**src/rtl/ppu_pkg.sv**
```systemverilog
// Shared constants and state encodings for the PPU scanline double buffer.
package ppu_pkg;

  localparam int unsigned LINE_PIXELS = 256;
  localparam int unsigned PixW        = 6;
  localparam logic [5:0]  BLACK_IDX   = 6'h0F;

  typedef enum logic [1:0] {BkEmpty, BkFull, BkDrain} bank_st_e;
  typedef enum logic [0:0] {WrFill, WrWait} wr_st_e;
  typedef enum logic [1:0] {RdIdle, RdDrain, RdUnder} rd_st_e;

  function automatic logic [1:0] full_count(input bank_st_e b0, input bank_st_e b1);
    return {1'b0, b0 == BkFull} + {1'b0, b1 == BkFull};
  endfunction

endpackage

```
**src/rtl/ppu_line_ram.sv**
```systemverilog
// Simple dual-port line store: one write port, one registered read port, no array reset.
module ppu_line_ram
  import ppu_pkg::*;
#(
  parameter int unsigned Depth = 2 * LINE_PIXELS,
  parameter int unsigned Width = PixW,
  localparam int unsigned AddrW = $clog2(Depth)
) (
  input  logic             clk_i,
  input  logic             we_i,
  input  logic [AddrW-1:0] waddr_i,
  input  logic [Width-1:0] wdata_i,
  input  logic             re_i,
  input  logic [AddrW-1:0] raddr_i,
  output logic [Width-1:0] rdata_o
);

  logic [Width-1:0] mem_q [Depth];
  logic [Width-1:0] rdata_q;

  always_ff @(posedge clk_i) begin
    if (we_i) mem_q[waddr_i] <= wdata_i;
    if (re_i) rdata_q <= mem_q[raddr_i];
  end

  assign rdata_o = rdata_q;

endmodule

```
**src/rtl/ppu_linebuf_ctrl.sv**
```systemverilog
// Two-bank scanline buffer between the PPU pixel writer and the VGA pixel reader.
module ppu_linebuf_ctrl #(
  parameter int unsigned LINE_PIXELS = ppu_pkg::LINE_PIXELS,
  parameter logic [5:0]  BLACK_IDX   = ppu_pkg::BLACK_IDX
) (
  input  logic       clk_i,
  input  logic       rst_ni,
  input  logic       frame_start_i,
  input  logic       wr_valid_i,
  input  logic [5:0] wr_data_i,
  output logic       wr_ready_o,
  input  logic       rd_en_i,
  output logic [5:0] rd_data_o,
  output logic       underrun_o,
  input  logic       underrun_clr_i,
  output logic [1:0] lines_full_o
);
  import ppu_pkg::*;

  localparam int unsigned PtrW  = (LINE_PIXELS > 1) ? $clog2(LINE_PIXELS) : 1;
  localparam int unsigned AddrW = $clog2(2 * LINE_PIXELS);
  localparam logic [PtrW-1:0]  LastPtr = PtrW'(LINE_PIXELS - 1);
  localparam logic [AddrW-1:0] BankOff = AddrW'(LINE_PIXELS);

  wr_st_e          wr_st_q, wr_st_d;
  rd_st_e          rd_st_q, rd_st_d;
  bank_st_e        bank_q [2];
  bank_st_e        bank_d [2];
  logic            wb_q, wb_d, rb_q, rb_d;
  logic [PtrW-1:0] wr_ptr_q, wr_ptr_d, rd_ptr_q, rd_ptr_d;
  logic            underrun_q, underrun_d;
  logic [1:0]      lines_full_q, lines_full_d;
  logic            src_black_q, src_black_d;

  logic       wr_acc, wr_last, rd_go, rd_last, rd_from_ram, underrun_set;
  logic [5:0] ram_rdata;

  // frame_start masks every other event so the resync is clean.
  assign wr_acc       = wr_valid_i & (wr_st_q == WrFill) & ~frame_start_i;
  assign wr_last      = wr_acc & (wr_ptr_q == LastPtr);
  assign rd_go        = rd_en_i & ~frame_start_i;
  assign rd_last      = rd_ptr_q == LastPtr;
  assign rd_from_ram  = (rd_st_q == RdDrain) || ((rd_st_q == RdIdle) && (bank_q[rb_q] == BkFull));
  assign underrun_set = rd_go & (rd_st_q == RdIdle) & (bank_q[rb_q] != BkFull);

  always_ff @(posedge clk_i or negedge rst_ni) begin
    if (!rst_ni) begin
      wr_st_q      <= WrFill;
      rd_st_q      <= RdIdle;
      bank_q[0]    <= BkEmpty;
      bank_q[1]    <= BkEmpty;
      wb_q         <= 1'b0;
      rb_q         <= 1'b0;
      wr_ptr_q     <= '0;
      rd_ptr_q     <= '0;
      underrun_q   <= 1'b0;
      lines_full_q <= '0;
      src_black_q  <= 1'b1;
    end else begin
      wr_st_q      <= wr_st_d;
      rd_st_q      <= rd_st_d;
      bank_q       <= bank_d;
      wb_q         <= wb_d;
      rb_q         <= rb_d;
      wr_ptr_q     <= wr_ptr_d;
      rd_ptr_q     <= rd_ptr_d;
      underrun_q   <= underrun_d;
      lines_full_q <= lines_full_d;
      src_black_q  <= src_black_d;
    end
  end

  always_comb begin
    bank_d      = bank_q;
    wb_d        = wb_q;
    rb_d        = rb_q;
    wr_ptr_d    = wr_ptr_q;
    rd_ptr_d    = rd_ptr_q;
    underrun_d  = underrun_q;
    src_black_d = src_black_q;
    if (frame_start_i) begin
      bank_d[0] = BkEmpty;
      bank_d[1] = BkEmpty;
      wb_d      = 1'b0;
      rb_d      = 1'b0;
      wr_ptr_d  = '0;
      rd_ptr_d  = '0;
    end else begin
      if (wr_acc) begin
        if (wr_last) begin
          bank_d[wb_q] = BkFull;
          wr_ptr_d     = '0;
          wb_d         = ~wb_q;
        end else begin
          wr_ptr_d = wr_ptr_q + 1'b1;
        end
      end
      if (rd_go) begin
        rd_ptr_d    = rd_last ? '0 : rd_ptr_q + 1'b1;
        src_black_d = ~rd_from_ram;
        if ((rd_st_q == RdIdle) && (bank_q[rb_q] == BkFull)) bank_d[rb_q] = BkDrain;
        if ((rd_st_q == RdDrain) && rd_last) begin
          bank_d[rb_q] = BkEmpty;
          rb_d         = ~rb_q;
        end
      end
      if (underrun_set)        underrun_d = 1'b1;
      else if (underrun_clr_i) underrun_d = 1'b0;
    end
    lines_full_d = full_count(bank_d[0], bank_d[1]);
  end

  // Looking at the next bank status lets a same-cycle release reopen the writer at once.
  always_comb begin
    wr_st_d = (bank_d[wb_d] == BkEmpty) ? WrFill : WrWait;
    rd_st_d = rd_st_q;
    unique case (rd_st_q)
      RdIdle:           if (rd_go) rd_st_d = (bank_q[rb_q] == BkFull) ? RdDrain : RdUnder;
      RdDrain, RdUnder: if (rd_go && rd_last) rd_st_d = RdIdle;
      default:          rd_st_d = RdIdle;
    endcase
    if (frame_start_i) rd_st_d = RdIdle;
  end

  always_comb begin
    wr_ready_o   = (wr_st_q == WrFill);
    rd_data_o    = src_black_q ? BLACK_IDX : ram_rdata;
    underrun_o   = underrun_q;
    lines_full_o = lines_full_q;
  end

  ppu_line_ram #(
    .Depth (2 * LINE_PIXELS),
    .Width (6)
  ) u_ram (
    .clk_i   (clk_i),
    .we_i    (wr_acc),
    .waddr_i ((wb_q ? BankOff : '0) + AddrW'(wr_ptr_q)),
    .wdata_i (wr_data_i),
    .re_i    (rd_go & rd_from_ram),
    .raddr_i ((rb_q ? BankOff : '0) + AddrW'(rd_ptr_q)),
    .rdata_o (ram_rdata)
  );

endmodule

```
**config.mk**
```make
export PLATFORM = sky130hd
export DESIGN_NAME = ppu_linebuf_ctrl
export DESIGN_NICKNAME = d
export VERILOG_FILES = /design/src/rtl/ppu_pkg.sv /design/src/rtl/ppu_line_ram.sv /design/src/rtl/ppu_linebuf_ctrl.sv
export SDC_FILE = /design/constraint.sdc
export NUM_CORES = 2
export LEC_CHECK = 0
export ABC_AREA = 1
export BUFFER_PORTS_ARGS = -buffer_cell sky130_fd_sc_hd__buf_2
export CAP_MARGIN = 10
export CORE_UTILIZATION = 40
export CTS_CLUSTER_SIZE = 14
export DETAILED_ROUTE_END_ITERATION = 10
export PLACE_DENSITY = 0.57
export SLEW_MARGIN = 20
export SYNTH_ARGS = -nofsm -noshare
export SYNTH_HDL_FRONTEND = slang
export SYNTH_SLANG_ARGS = --single-unit
```
**constraint.sdc**
```tcl
create_clock -name clk_i -period 2.8 [get_ports clk_i]
set_input_delay 0.28 -clock clk_i [delete_from_list [all_inputs] [get_ports clk_i]]
set_output_delay 0.28 -clock clk_i [all_outputs]
set_load 0.01 [all_outputs]
```
==> run_results.csv <==
group,metric,value,unit
critical_path,endpoint_kind,"flip-flop",
yosys,synth_seq_cells,3107,
floorplan,die_h,573,um
route,wirelength,398000,um
yosys,synthArstFlopShare,0.933,%
global_route,antenna_found_initial,8,
run,drv_cap,0,
floorplan,die_x,573,um
layout,final_common_cell,"nand2_1",
critical_path,critPathMaxFanout,16,
layout,syn_to_final_growth,21.2,%
critical_path,cpMostUsedCell,"nand2_1",
global_route,grt_pass1_wl,584000,um
critical_path,cp_slowest_cell,"dfrtp_4",
clock_tree,cts.htree.levels,5,
yosys,ys_seq_area_share,71.4,%
sta,fmax,348,MHz
floorplan,start_util,40.2,%
sta,setup_viol,5,
yosys,synthDistinctLibCells,33,
clock_tree,cts.path.max_buffers,4,
critical_path,crit_type,"reg2reg",
route,postRouteAntennaNets,0,
critical_path,max_stage_delay,0.55,ns
power_and_ir_drop,p_per_area,644,nW/um^2
sta,fin_skew,0.0527,ns
yosys,ys.flop_type,"edfxtp_1",
floorplan,die_area,329000,um^2
clock_tree,clockRootBuffer,"clkbuf_16",
sta,rsz0062_at_grt,"yes",
power_and_ir_drop,leakagePower,0.0609,uW
critical_path,crit_chain,"buf_12 -> buf_16 -> buf_12 -> buf_16 -> buf_4 -> nand2_1 -> nand2_1 -> nand2_1 -> a21oi_1 -> nor2_1 -> nand2_1 -> nand3_2 -> nand3_1 -> nand3_1 -> buf_4 -> nand2_1 -> nand2_1 -> nand2_1",
clock_tree,insertion_delay,0.89,ns
outcome,violations,"negative setup slack",
placement,dp_cells,16945,
global_route,grt_usage,23.6,%
floorplan,rows,209,
sta,period_needed,2.87,ns
sta,slew_violations,0,
placement,gp_congestion,0.901,
placement,port_buffers,21,
clock_tree,clk_pin_slew,0.06,ns
global_route,grt_pass1_vias,90859,
sta,timing.final.ws_setup,-0.0701,ns
route,wl_per_cell,22.6,um
outcome,status,"complete, but fails checks",
worst_hold_path,hold_class,"in2reg",
yosys,yosys_warnings,0,
layout,drive_gt1_share,15.6,%
route,first_pass_iters,8,
route,first_iter_violations,10504,
layout,final_nets,13060,
layout,final_cells,17619,
clock_tree,clock_sinks,3107,
sta,fin_crit_sh,103,%
clock_tree,cts_tree,"done",
floorplan,io-pin-count,22,
critical_path,worstPathRequired,3.43,ns
yosys,netlist_instances,12130,
clock_tree,cts_buffers,330,
yosys,synth_nets,12150,
yosys,synth.avg_cell_area,10.8,um^2
global_route,grt_max_degree,93,
route,via_per_inst,5.25,
global_route,grt_overflow,0,
yosys,syn_area,131000,um^2
sta,slew_headroom,36.4,%
sta,hold_viol,0,
sta,worst_pin_slew,0.953,ns
placement,dp_hpwl,241000,um
yosys,synth_edf_count,3078,
power_and_ir_drop,max-vdd-ir-drop,0.000542,V
critical_path,start_kind,"flip-flop",
critical_path,critPathArrivalTime,3.50,ns
sta,whs,0.0685,ns
route,drc_errors,0,
route,via_count,92468,
floorplan,core,325000,um^2
layout,mostFrequentLayoutCells,"nand2_1 (3,271), edfxtp_1 (3,078), nor2_1 (1,933)",
repair_timing:
item                                   in CTS  in global routing
buffers inserted                           25                 13
setup endpoints to repair                   6                  9
gates cloned                               32                 13
hold buffers                               13                  0
resized for setup                         255                162
endpoints found under the hold margin     265                  0
pin swaps                                  56                 61
critical path: cells and delay by family, from the launching register on:
kind                   cells  cell delay [ns]
AOI/OAI and AO/OA          1             0.08
buffers and inverters      6             1.00
DFF                        1             0.55
and+or+nand+nor           11             0.92
metal layers:
metal  vias up  routed length (um)  GRT usage (%)  share of wire (%)
li1      42618                   -              -                  -
met1     45321              166000           32.1                 42
met2      3847              187000           38.6                 47
met3       678               29900           3.30                7.5
met4         4               14200           8.17                3.6
met5         -                  27              0             0.0068
registers in the layout (all words and copies together) (netlist names):
signal and flops:
rd_st_q 2, wr_st_q 1, underrun_o 1, u_ram.rdata_o 6
u_ram.mem_q 3072, rb_q 1, src_black_q 1, wr_ptr_q 8
wb_q 1, rd_ptr_q 8, lines_full_o 2, bank_q 4
report_power, final:
group	total (uW)	leakage, uW	switching, uW	internal (uW)
logic	8160	0.0278	5320	2840
registers	51100	0.0280	30.1	51100
clock network	42500	0.00505	17900	24600
kinds of logic after synthesis:
kind of cell,Yosys count,synth area share (%)
AND/OR/NAND/NOR,6635,20.4
flip-flops,3107,71.4
buffers and inverters,1454,4.53
AO/OA/AOI/OAI,921,3.64
adder cells (fa/ha/maj),8,0.0767
XOR/XNOR,5,0.0336
Yosys cell counts, drive strengths merged, types with 3 or more instances:
cell,n,area share [%]
nand2,3359,9.7
edfxtp,3078,71
nor2,2007,5.8
nand3,1206,4.6
inv,708,2.0
o21ai,669,2.6
buf,400,1.5
clkbuf,337,0.97
a21oi,188,0.72
or2,50,0.24
o211ai,38,0.22
dfrtp,28,0.54
o22ai,17,0.081
clkinv,9,0.026
ha,8,0.077
nor3,8,0.031
xor2,3,0.020
final timing paths:
check	to	slack, ns	from	cells after the start
min in group asynchronous	wr_ptr_q[4]	0.58	rst_ni	3
max reg2reg	u_ram.rdata_o[0]	-0.07	rd_ptr_q[0]	18
min	wr_ptr_q[7]	0.07	wr_valid_i	4
max	u_ram.rdata_o[0]	-0.07	rd_ptr_q[0]	18
min reg2reg	rd_st_q[1]	0.52	rd_st_q[1]	2
max in group asynchronous	lines_full_o[1]	1.26	rst_ni	4
area by class of cell:
type,instances,area (um^2)
Fill cell,28849,166000
Sequential cell,3107,93200
Multi-Input combinational cell,7569,32600
Timing Repair Buffer,1315,14000
Clock buffer,408,8770
Tap cell,4325,5410
Inverter,717,2760
Clock inverter,174,1530
Antenna cell,4,10.0
stage by stage:
step           TNS (ns)  total power [uW]  cell area, um^2  util [%]  worst slack, ns
3_3_place_gp      -2.06             59300           145000      44.5           -0.480
6_report         -0.281            102000           158000      48.7          -0.0701
3_5_place_dp      -1.88             59300           145000      44.5           -0.438
4_1_cts         -0.0199            102000           157000      48.4         -0.00720
2_1_floorplan         0             55800           131000         -            0.675
5_1_grt          -0.614            105000           158000      48.7           -0.122
Power figures use the tool's default switching activity.
